**config.mk**
```make
export PLATFORM = sky130hd
export DESIGN_NAME = keypad_scanner
export DESIGN_NICKNAME = d
export VERILOG_FILES = /design/src/rtl/keypad_scanner.sv
export SDC_FILE = /design/constraint.sdc
export NUM_CORES = 1
export LEC_CHECK = 0
export BUFFER_PORTS_ARGS = -buffer_cell sky130_fd_sc_hd__buf_4
export CAP_MARGIN = 20
export CORE_MARGIN = 5
export CORE_UTILIZATION = 30
export DETAILED_ROUTE_END_ITERATION = 7
export SYNTH_ARGS = -nofsm -noshare
export SYNTH_HDL_FRONTEND = slang
export SYNTH_SLANG_ARGS = --single-unit
export TNS_END_PERCENT = 50
```
**constraint.sdc**
```tcl
create_clock -name clk -period 2.8 [get_ports clk]
set_input_delay 0.56 -clock clk [delete_from_list [all_inputs] [get_ports clk]]
set_output_delay 0.56 -clock clk [all_outputs]
set_load 0.005 [all_outputs]
```
**src/rtl/keypad_scanner.sv**
```systemverilog
// Matrix keypad scanner: walking-0 row drive, synchronised active-low column
// sampling, press/release debounce, one key code per press, multi-key flagging.
module keypad_scanner #(
    parameter int unsigned ROWS     = 4,
    parameter int unsigned COLS     = 4,
    parameter int unsigned SCAN_DIV = 1000,
    parameter int unsigned DEBOUNCE = 4,
    localparam int unsigned KW      = $clog2(ROWS * COLS)
) (
    input  logic            clk,
    input  logic            rst,
    input  logic            en,
    input  logic [COLS-1:0] col_n,
    output logic [ROWS-1:0] row_n,
    output logic [KW-1:0]   key_code,
    output logic            key_valid,
    output logic            key_held,
    output logic            multi_err
);

    localparam int unsigned DW  = $clog2(SCAN_DIV);
    localparam int unsigned RW  = $clog2(ROWS);
    localparam int unsigned CW  = $clog2(COLS);
    localparam int unsigned NW  = $clog2(DEBOUNCE + 1);
    localparam int unsigned LCW = $clog2(COLS + 1);

    localparam logic [DW-1:0] DIV_LAST = DW'(SCAN_DIV - 1);
    localparam logic [RW-1:0] ROW_LAST = RW'(ROWS - 1);
    localparam logic [NW-1:0] CNT_LAST = NW'(DEBOUNCE - 1);

    typedef enum logic [1:0] {
        S_SCAN      = 2'd0,
        S_DEB_PRESS = 2'd1,
        S_HOLD      = 2'd2,
        S_DEB_REL   = 2'd3
    } state_t;

    state_t          r_state;
    logic [DW-1:0]   r_div;
    logic [COLS-1:0] r_sync1;
    logic [COLS-1:0] r_sync2;
    logic [RW-1:0]   r_row;
    logic [ROWS-1:0] r_row_n;
    logic [RW-1:0]   r_cand_row;
    logic [CW-1:0]   r_cand_col;
    logic [NW-1:0]   r_cnt;
    logic [KW-1:0]   r_key_code;
    logic            r_key_valid;
    logic            r_key_held;
    logic            r_multi_err;

    logic            w_tick;
    logic [COLS-1:0] w_low;
    logic [LCW-1:0]  w_low_cnt;
    logic [CW-1:0]   w_low_col;
    logic            w_one_low;
    logic            w_cand_match;
    logic            w_cand_high;
    logic            w_cnt_last;
    logic [RW-1:0]   w_row_next;
    logic [KW-1:0]   w_cand_code;
    logic            w_advance;

    assign w_tick       = (r_div == DIV_LAST) && en;
    assign w_low        = ~r_sync2;
    assign w_one_low    = (w_low_cnt == LCW'(1));
    assign w_cand_match = w_one_low && (w_low_col == r_cand_col);
    assign w_cand_high  = r_sync2[r_cand_col];
    assign w_cnt_last   = (r_cnt == CNT_LAST);
    assign w_row_next   = (r_row == ROW_LAST) ? RW'(0) : r_row + RW'(1);
    assign w_cand_code  = KW'(r_cand_row) * KW'(COLS) + KW'(r_cand_col);

    // Count low columns and locate the (single) low column
    always_comb begin
        w_low_cnt = LCW'(0);
        w_low_col = CW'(0);
        for (int c = 0; c < int'(COLS); c++) begin
            if (w_low[c]) begin
                w_low_cnt = w_low_cnt + LCW'(1);
                w_low_col = CW'(c);
            end
        end
    end

    // Decide whether this tick moves the scan to the next row
    always_comb begin
        w_advance = 1'b0;
        if (w_tick) begin
            case (r_state)
                S_SCAN:      w_advance = !w_one_low;
                S_DEB_PRESS: w_advance = !w_cand_match;
                S_DEB_REL:   w_advance = w_cand_high && w_cnt_last;
                default:     w_advance = 1'b0;
            endcase
        end
    end

    // Row dwell divider; frozen while disabled
    always_ff @(posedge clk or posedge rst) begin
        if (rst) begin
            r_div <= '0;
        end else if (en) begin
            r_div <= (r_div == DIV_LAST) ? DW'(0) : r_div + DW'(1);
        end
    end

    // Two-flop synchroniser for the asynchronous column inputs
    always_ff @(posedge clk or posedge rst) begin
        if (rst) begin
            r_sync1 <= '1;
            r_sync2 <= '1;
        end else begin
            r_sync1 <= col_n;
            r_sync2 <= r_sync1;
        end
    end

    // Row index and registered walking-0 row drive
    always_ff @(posedge clk or posedge rst) begin
        if (rst) begin
            r_row   <= '0;
            r_row_n <= ~ROWS'(1);
        end else if (w_advance) begin
            r_row   <= w_row_next;
            r_row_n <= ~(ROWS'(1) << w_row_next);
        end
    end

    // Scan / debounce FSM with registered key outputs
    always_ff @(posedge clk or posedge rst) begin
        if (rst) begin
            r_state     <= S_SCAN;
            r_cand_row  <= '0;
            r_cand_col  <= '0;
            r_cnt       <= '0;
            r_key_code  <= '0;
            r_key_valid <= 1'b0;
            r_key_held  <= 1'b0;
            r_multi_err <= 1'b0;
        end else begin
            r_key_valid <= 1'b0;
            r_multi_err <= 1'b0;
            if (w_tick) begin
                case (r_state)
                    S_SCAN: begin
                        if (w_one_low) begin
                            r_cand_row <= r_row;
                            r_cand_col <= w_low_col;
                            r_cnt      <= NW'(1);
                            r_state    <= S_DEB_PRESS;
                        end else if (w_low_cnt != LCW'(0)) begin
                            r_multi_err <= 1'b1;
                        end
                    end
                    S_DEB_PRESS: begin
                        if (w_cand_match) begin
                            if (w_cnt_last) begin
                                r_key_code  <= w_cand_code;
                                r_key_valid <= 1'b1;
                                r_key_held  <= 1'b1;
                                r_cnt       <= '0;
                                r_state     <= S_HOLD;
                            end else begin
                                r_cnt <= r_cnt + NW'(1);
                            end
                        end else begin
                            r_cnt   <= '0;
                            r_state <= S_SCAN;
                        end
                    end
                    S_HOLD: begin
                        if (w_cand_high) begin
                            r_cnt   <= NW'(1);
                            r_state <= S_DEB_REL;
                        end
                    end
                    S_DEB_REL: begin
                        if (w_cand_high) begin
                            if (w_cnt_last) begin
                                r_key_held <= 1'b0;
                                r_cnt      <= '0;
                                r_state    <= S_SCAN;
                            end else begin
                                r_cnt <= r_cnt + NW'(1);
                            end
                        end else begin
                            r_cnt   <= '0;
                            r_state <= S_HOLD;
                        end
                    end
                    default: r_state <= S_SCAN;
                endcase
            end
        end
    end

    assign row_n     = r_row_n;
    assign key_code  = r_key_code;
    assign key_valid = r_key_valid;
    assign key_held  = r_key_held;
    assign multi_err = r_multi_err;

endmodule

```
Word-level counts from Yosys, hierarchy flattened
Index checks and enable logic that the tools add are counted.
{"block": "totals", "ff_bits": 40, "output_inout_bits": 11}
{"block": "op_classes", "n_addsub": 7, "order_cmp": 1, "eq_ne": 16, "shifts": 1, "muxes": 39, "n_bitwise": 2, "n_reduce_logical": 13}
{"op": "3-bit two-way mux", "count": 8}
{"op": "2-bit two-way mux", "count": 9}
{"op": "1-bit two-way mux", "count": 16}
{"op": "3-bit by 1-bit adder with 3-bit output (second input constant)", "count": 4}
{"op": "2-bit inequality test (second input constant)", "count": 6}
{"op": "3-bit case mux with 4 select lines", "count": 1}
{"op": "10-bit by 1-bit adder with 10-bit output (second input constant)", "count": 1}
{"op": "10-bit == test (second input constant)", "count": 1}
{"op": "10-bit two-way mux", "count": 1}
{"op": "4-bit NOT", "count": 2}
{"op": "2-bit case mux with 4 select lines", "count": 1}
{"op": "2-bit == test (second input constant)", "count": 3}
{"op": "3-bit inequality test (second input constant)", "count": 2}
{"op": "3-bit AND reduction", "count": 2}
{"op": "6-bit AND reduction", "count": 1}
{"op": "5-bit AND reduction", "count": 1}
{"op": "4-bit by 2-bit adder with 4-bit output", "count": 1}
{"op": "4-bit AND reduction", "count": 1}
{"op": "1-bit by 2-bit left shift with 4-bit output (first input constant)", "count": 1}
{"op": "3-bit by 1-bit == test with 1-bit output (second input constant)", "count": 1}
{"op": "3-bit by 2-bit == test with 1-bit output (second input constant)", "count": 1}
{"op": "1-bit logical AND", "count": 3}
{"op": "2-bit by 3-bit < comparator with 1-bit output (second input constant)", "count": 1}
{"op": "1-bit case mux with 3 select lines", "count": 1}
{"op": "other kinds (9)", "count": 10}

Depth between registers and ports, before layout
Gate-level depths: netlist of the first run.
{"block": "logic_depth", "depth_word": 13, "mapped_depth": 12, "ltp_nobuf": 11}

Least setup slack after synthesis of the first run
No wires, ideal clock.
{"block": "synth_timing", "kind": "reg2reg", "start": "register r_sync2[1]", "end": "register r_cand_col[0]", "setup_time_ns": 0.125, "arrival_ns": 2.658, "t_required_ns": 2.675, "path_slack_ns": 0.017, "path_stages_with_launch": 11, "path_buffers": 1, "path_cell_list": "dfstp_2 inv_1 ha_1 xnor2_1 ha_1 nor2b_1 a2111oi_4 o21ai_2 or3_1 buf_2 mux2_4"}
{"block": "synth_via", "elab_chain_len": 8, "word_cells_on_any_way": 11, "cone_classes": "2 x add/sub; 1 x eq/ne; 6 x mux; 1 x bitwise; 1 x reduce/logical"}
{"item": "from (decl)", "line": "41", "source": "logic [COLS-1:0] r_sync2;"}
{"item": "from (signal assigned)", "line": "114", "source": "r_sync2 <= r_sync1;"}
{"item": "4-bit NOT (*)", "line": "65", "source": "assign w_low = ~r_sync2;"}
{"item": "3-bit two-way mux", "line": "78", "source": "if (w_low[c]) begin"}
{"item": "3-bit by 1-bit adder with 3-bit output", "line": "79", "source": "w_low_cnt = w_low_cnt + LCW'(1);"}
{"item": "3-bit two-way mux", "line": "78"}
{"item": "3-bit by 1-bit adder with 3-bit output", "line": "79"}
{"item": "3-bit two-way mux", "line": "78"}
{"item": "3-bit by 1-bit == test with 1-bit output", "line": "66", "source": "assign w_one_low = (w_low_cnt == LCW'(1));"}
{"item": "3-bit AND reduction (no line)"}
{"item": "to (signal assigned)", "line": "148", "source": "r_cand_col <= w_low_col;"}
{"item": "to (decl)", "line": "45", "source": "logic [CW-1:0] r_cand_col;"}
Every way passes the cells marked *; elsewhere a longest branch is shown, timed or not.
A chain may end at the register's enable or synchronous reset.

Worst setup path after layout of the first run
{"block": "layout_timing", "start": "register r_sync2[1]", "end": "register r_key_code[1], in the netlist key_code[1]"}
{"block": "layout_via", "elab_chain_len": 9, "word_cells_on_any_way": 13, "cone_classes": "2 x add/sub; 2 x eq/ne; 6 x mux; 1 x bitwise; 2 x reduce/logical"}
{"item": "4-bit NOT (*)", "line": "65"}
{"item": "3-bit two-way mux", "line": "78"}
{"item": "3-bit by 1-bit adder with 3-bit output", "line": "79"}
{"item": "3-bit two-way mux", "line": "78"}
{"item": "3-bit by 1-bit adder with 3-bit output", "line": "79"}
{"item": "3-bit two-way mux", "line": "78"}
{"item": "3-bit by 1-bit == test with 1-bit output", "line": "66"}
{"item": "1-bit logical AND (*)", "line": "67", "source": "assign w_cand_match = w_one_low && (w_low_col == r_cand_col);"}
{"item": "4-bit AND reduction (no line) (*)"}
{"item": "to (signal assigned)", "line": "158", "source": "r_key_code <= w_cand_code;"}
{"item": "to (decl)", "line": "47", "source": "logic [KW-1:0] r_key_code;"}
Marks and branches as above.

==> metrics.yaml, run 1 <==
cts_buffers: 5
crit_type: "reg2reg"
dr.pass1.iters: 4
place_congestion: 0.7502
crit_top_cell: "ha_1"
setup_viol: 0
swShare_pct: 25.83
cp_max_fo: 6
outcome: "completed"
synth_area_leaders: "dfrtp_1, dfstp_2, ha_1"
cts_tree: "built"
power_frac_seq_pct: 55.7
cts_root_buf: "clkbuf_8"
gr-usage-met2_pct: 13.76
drt_iter0_drc: 77
n_antenna_cell: 0
clockBufferDepth: 2
met1_usage_pct: 12.00
cp_data_required_time_ns: 2.98
path_cells: "inv_1 -> ha_1 -> xnor2_1 -> ha_1 -> nor2b_1 -> a2111oi_4 -> o21ai_2 -> nor3_2 -> buf_4 -> mux2_2"
ctsHoldBuffers: 0
h-tree-depth: 2
skew_ns: 0.005524
top_usage_layer: "met2"
slowest_stage: "dfstp_2"
r2r-start: "r_sync2[1]$_DFF_PP1_"
syn_to_final_growth_pct: 19.53
timing.fmax_mhz: 376.2
grt_util_all_layers_pct: 9.058
p_int_uw: 895.4
peakVddDrop_uv: 428.6
grt_pass1_vias: 1326
min_from: "r_sync1[3]$_DFF_PP1_"
ant_nets: 0
grt_max_degree: 41
powerDensity_nw_per_um2: 511.9
io_buffer_count: 17
clock-sinks: 40
yosysTopAreaCell: "dfrtp_1"
vias_per_cell: 4.785
critPathLaunch: "r_sync2[1]$_DFF_PP1_"
synth_warnings: 0
start_util_pct: 30.90
worst_slew_pin_slew_ns: 0.4892
min_path_type: "reg2reg"
core_um2: 6386
p_sw_uw: 311.9
drc: 0
maxSlewHeadroom_pct: 67.39
critPathBufInv: 2
synth-main-ff-cell: "dfrtp_1"
num_vias: 1359
synth_edf_count: 0
syn_area_per_cell_um2: 11.15
num_io_pins: 18
crit_family: "flip-flops"
grt_pass1_wl_um: 6210
placementRows: 29
maxSlewViolCount: 0
async_reset_ff_share_pct: 100.0
syn_nets: 193
syn_inst: 177
crit_arrival_ns: 2.84
synth_area_um2: 1973
clk_pin_slew_ns: 0.08
power_frac_comb_pct: 11.9
pre_cts_ws_ns: 0.01526
min_period_over_period_pct: 94.95
crit_path_max_incr_delay_ns: 0.58
end_kind: "flip-flop"
clk_latency_ns: 0.29
routed_wl_um: 3588
synthDistinctLibCells: 43
ys_ff_latch: 40
antenna_found_initial: 0
die_w_um: 91.10
setup_slack_ns: 0.1415
fin_nets: 222
p_clk_share_pct: 32.4
grt_overflow: 0
wl_per_cell_um: 12.63
grt_util_met3_pct: 2.810
final_util_pct: 36.93
p_leak_nw: 1.120
hpwl_um: 2613
drive_gt1_share_pct: 29.95
die_area_um2: 8299
synth_top_area_share_pct: 36.78
finalHoldViolCount: 0
critPathLaunchType: "flip-flop"
post-route-min-period_ns: 2.658
fp.dieH_um: 91.10
cap_violations: 0
yosysSeqAreaShare_pct: 51.43
[cell type report]
class | count | area [µm²]
multi-input cells | 119 | 903.4
repair buffers | 27 | 202.7
fillers | 637 | 4028
well taps | 77 | 96.34
clock inverters | 2 | 10.01
flip-flops and latches | 40 | 1015
inverters | 13 | 48.80
clock buffers | 6 | 82.58
[synth_stat cells (all sizes together), types with 3 or more instances]
cell / n
ha: 9
nand2: 13
clkbuf: 3
nand3: 9
dfrtp: 29
o21ai: 8
mux2i: 5
dfstp: 11
a21oi: 8
xnor2: 5
nor2b: 6
nor2: 13
inv: 13
xor2: 4
nand2b: 4
mux2: 8
[metrics by stage]
stage / instance area (µm²) / total power [mW] / hold slack (ns) / instances / setup TNS (ns)
finish: 2359 / 1.207 / 0.3571 / 284 / 0
global route: 2359 / 1.275 / 0.3520 / 284 / -0.001452
CTS: 2333 / 1.226 / 0.3588 / 283 / 0
detailed placement: 2241 / 0.8290 / 0.3475 / 275 / 0
global placement: 2241 / 0.8265 / 0.3462 / 275 / 0
floorplan: 1973 / 0.7855 / 0.3452 / 177 / 0
[worst paths after layout]
kind | endpoint | slack (ns) | cells after the start
max reg2reg | key_code[1]$_DFFE_PP0P_ | 0.14 | 10
min | r_sync2[3]$_DFF_PP1_ | 0.36 | 0
max in group asynchronous | row_n[2]$_DFFE_PP1P_ | 2.05 | 3
max | key_code[1]$_DFFE_PP0P_ | 0.14 | 10
min reg2reg | r_sync2[3]$_DFF_PP1_ | 0.36 | 0
min in group asynchronous | r_div[0]$_DFFE_PP0P_ | 0.38 | 3
[cell families after synthesis]
group                    share of synthesized area [%]
AND/OR/NAND/NOR                                  15.41
flip-flops                                       51.43
AO/OA/AOI/OAI                                    10.02
buffers and inverters                            3.678
multiplexers                                     8.624
XOR/XNOR                                         5.136
adder cells (fa/ha/maj)                          5.707
[power groups by stage]
| stage | sequential [mW] | combinational, mW | clock [mW] |
|---|---|---|---|
| final | 0.673 | 0.143 | 0.391 |
| after global routing | 0.680 | 0.163 | 0.432 |
| after CTS | 0.672 | 0.147 | 0.407 |
| after detailed placement | 0.683 | 0.146 | 0 |
| after global placement | 0.682 | 0.145 | 0 |
| after floorplan | 0.667 | 0.119 | 0 |
[placed cells by master, fill, tap and decap left out, types with 2 or more instances in the layout]
cell      instances
a21oi_1           7
dfstp_2          11
nand2b_1          4
clkinv_2          2
xnor2_1           5
and2_1            2
nand3b_1          2
ha_1              9
a21o_1            2
nor2b_1           6
inv_1            13
buf_4            27
mux2_4            2
xor2_1            4
nand2_1          13
mux2_2            6
mux2i_1           4
o21ai_0           6
nor2_1           13
o22ai_1           2
nand3_1           9
a22oi_1           2
dfrtp_1          29
clkbuf_8          6
[what timing repair did]
action                     in CTS  in global routing
setup endpoints to repair       4                 18
pin swaps                       1                  4
resized for setup               1                  4
setup buffers                   0                  1
hold endpoints to repair        0                  0
cloned                          0                  0
[sequential cells by signal, indices dropped and copies added (netlist names), 2 cells and up]
name,count
r_sync1,4
r_sync2,4
r_cand_col,2
r_state,2
r_cnt,3
r_row,2
row_n,4
r_cand_row,2
key_code,4
r_div,10
[layer usage]
metal	part of all wire, %	vias to the layer above
met5	0	-
met4	1.6	0
met3	4.3	8
met2	46	36
met1	48	648
li1	-	667
Power figures use the tool's default switching activity.
==> run 2: changes to the inputs <==
Settings changed: CORE_UTILIZATION 30 to 50, PLACE_DENSITY set to 0.72.
==> run 2 against run 1 <==
  * Non-clock buffer count shrank 1
  * Sequential share of layout area grew 0.74 points
  * Utilization grew 25 points
  * Sequential power is essentially flat
  * Hold slack is essentially flat
  * Via count shrank 0.15%
  * Global-route usage grew 6.2 points
  * Setup slack gained 0.0017 ns
==> metrics.yaml, run 2 (synthesis results as in run 1) <==
dr.pass1.iters: 4
ctsHoldBuffers: 0
r2r_setup_slack_ns: 0.14
fin_hold_ws_ns: 0.3569
outcome: "completed"
grt_pass1_vias: 1426
setup_slack_ns: 0.1432
drc: 0
cts_tree: "built"
maxSlewHeadroom_pct: 63.14
n_antenna_cell: 0
path_cells: "inv_1 -> ha_4 -> buf_4 -> xnor3_1 -> a2111oi_4 -> o21ai_2 -> or3_4 -> mux2_4"
critPathLaunchType: "flip-flop"
start_util_pct: 52.71
min_path_type: "reg2reg"
die_area_um2: 5303
cts_buffers: 5
post-route-min-period_ns: 2.657
p_leak_nw: 1.117
powerDensity_nw_per_um2: 514.4
crit_path_max_incr_delay_ns: 0.55
critPathBufInv: 2
io_buffer_count: 17
rr_endpoint: "r_cand_col[1]$_DFFE_PP0P_"
finalHoldViolCount: 0
final_cell_mix: "dfrtp_1, buf_4, inv_1, nand2_1, nor2_1"
clk_pin_slew_ns: 0.08
routed_wl_um: 3519
drive_gt1_share_pct: 29.61
power_mw: 1.193
pre_cts_ws_ns: -0.03392
layout_commonest_cell: "dfrtp_1"
grt_max_degree: 41
clock-sinks: 40
fp.dieH_um: 72.82
peakVddDrop_uv: 309.8
placementRows: 22
multi_input_area_um2: 914.6
syn_to_final_growth_pct: 17.50
num_io_pins: 18
h-tree-depth: 2
cp_max_fo: 3
maxSlewViolCount: 0
clockBufferDepth: 2
num_vias: 1357
core_um2: 3744
slowest_stage: "dfstp_2"
cap_violations: 0
ant_nets: 0
min_period_over_period_pct: 94.89
min_from: "r_sync1[3]$_DFF_PP1_"
skew_ns: 0.005176
end_kind: "flip-flop"
holdPathEnd: "r_sync2[3]$_DFF_PP1_"
regArea_um2: 1015
setup_tns_ns: 0
r2r-start: "r_sync2[0]$_DFF_PP1_"
fillCellCount: 312
fin_cells: 254
cts_root_buf: "clkbuf_8"
finalInstanceArea_um2: 2318
largest_reg_flops: 10
final_util_pct: 61.93
clk_latency_ns: 0.29
vias_per_cell: 5.343
dp.cells: 246
hpwl_um: 2615
setup_viol: 0
whs_path_depth: 0
grt_util_all_layers_pct: 15.28
antenna_found_initial: 0
fin_nets: 221
crit_type: "reg2reg"
place_area_um2: 2205
crit_family: "flip-flops"
regMostFlops: "r_div"
die_w_um: 72.82
crit_arrival_ns: 2.84
timing.fmax_mhz: 376.4
place_congestion: 0.8476
wl_per_cell_um: 13.85
drt_iter0_drc: 50
cp_data_required_time_ns: 2.98
cts_setup_buffers: 0
r2r_cells: 8
grt_overflow: 0
worst_slew_pin_slew_ns: 0.5529
grt_pass1_wl_um: 6244
-- run 2: how the worst max path moves through the flow --
stage | cells past startpoint | startpoint | end
CTS | 9 | r_sync2[0]$_DFF_PP1_ | r_cand_col[1]$_DFFE_PP0P_
finish | 8 | r_sync2[0]$_DFF_PP1_ | r_cand_col[1]$_DFFE_PP0P_
floorplan | 10 | r_sync2[1]$_DFF_PP1_ | r_cand_col[0]$_DFFE_PP0P_
global route | 10 | r_sync2[0]$_DFF_PP1_ | r_row[1]$_DFFE_PP0P_
detailed placement | 11 | r_sync2[0]$_DFF_PP1_ | r_cnt[2]$_DFFE_PP0P_
global placement | 9 | r_sync2[0]$_DFF_PP1_ | r_cand_col[0]$_DFFE_PP0P_
-- run 2: metal layers --
metal | wire, µm | global-route usage (%)
met1 | 1623 | 19.38
met4 | 78 | 7.377
met3 | 140 | 3.719
met2 | 1677 | 24.45
met5 | 0 | 0
-- run 2: repair_timing --
item                                    CTS  global route
pin swaps                                 1             1
endpoints found under the setup margin    8            18
endpoints found under the hold margin     0             0
resized for setup                         2             3
-- run 2: area by class of cell --
cell class,instances,area share [%]
clock buffer,6,3.130
clock inverter,2,0.5397
multi-input combinational,119,39.45
sequential,40,43.77
timing repair buffer,26,8.419
inverter,13,2.105
tap,48,2.590
-- run 2: where the power goes --
part | total (mW) | internal, mW | switching (mW)
Clock | 0.366 | 0.174 | 0.192
Combinational | 0.157 | 0.0800 | 0.0765
Sequential | 0.670 | 0.625 | 0.0455
Total | 1.19 | 0.878 | 0.314
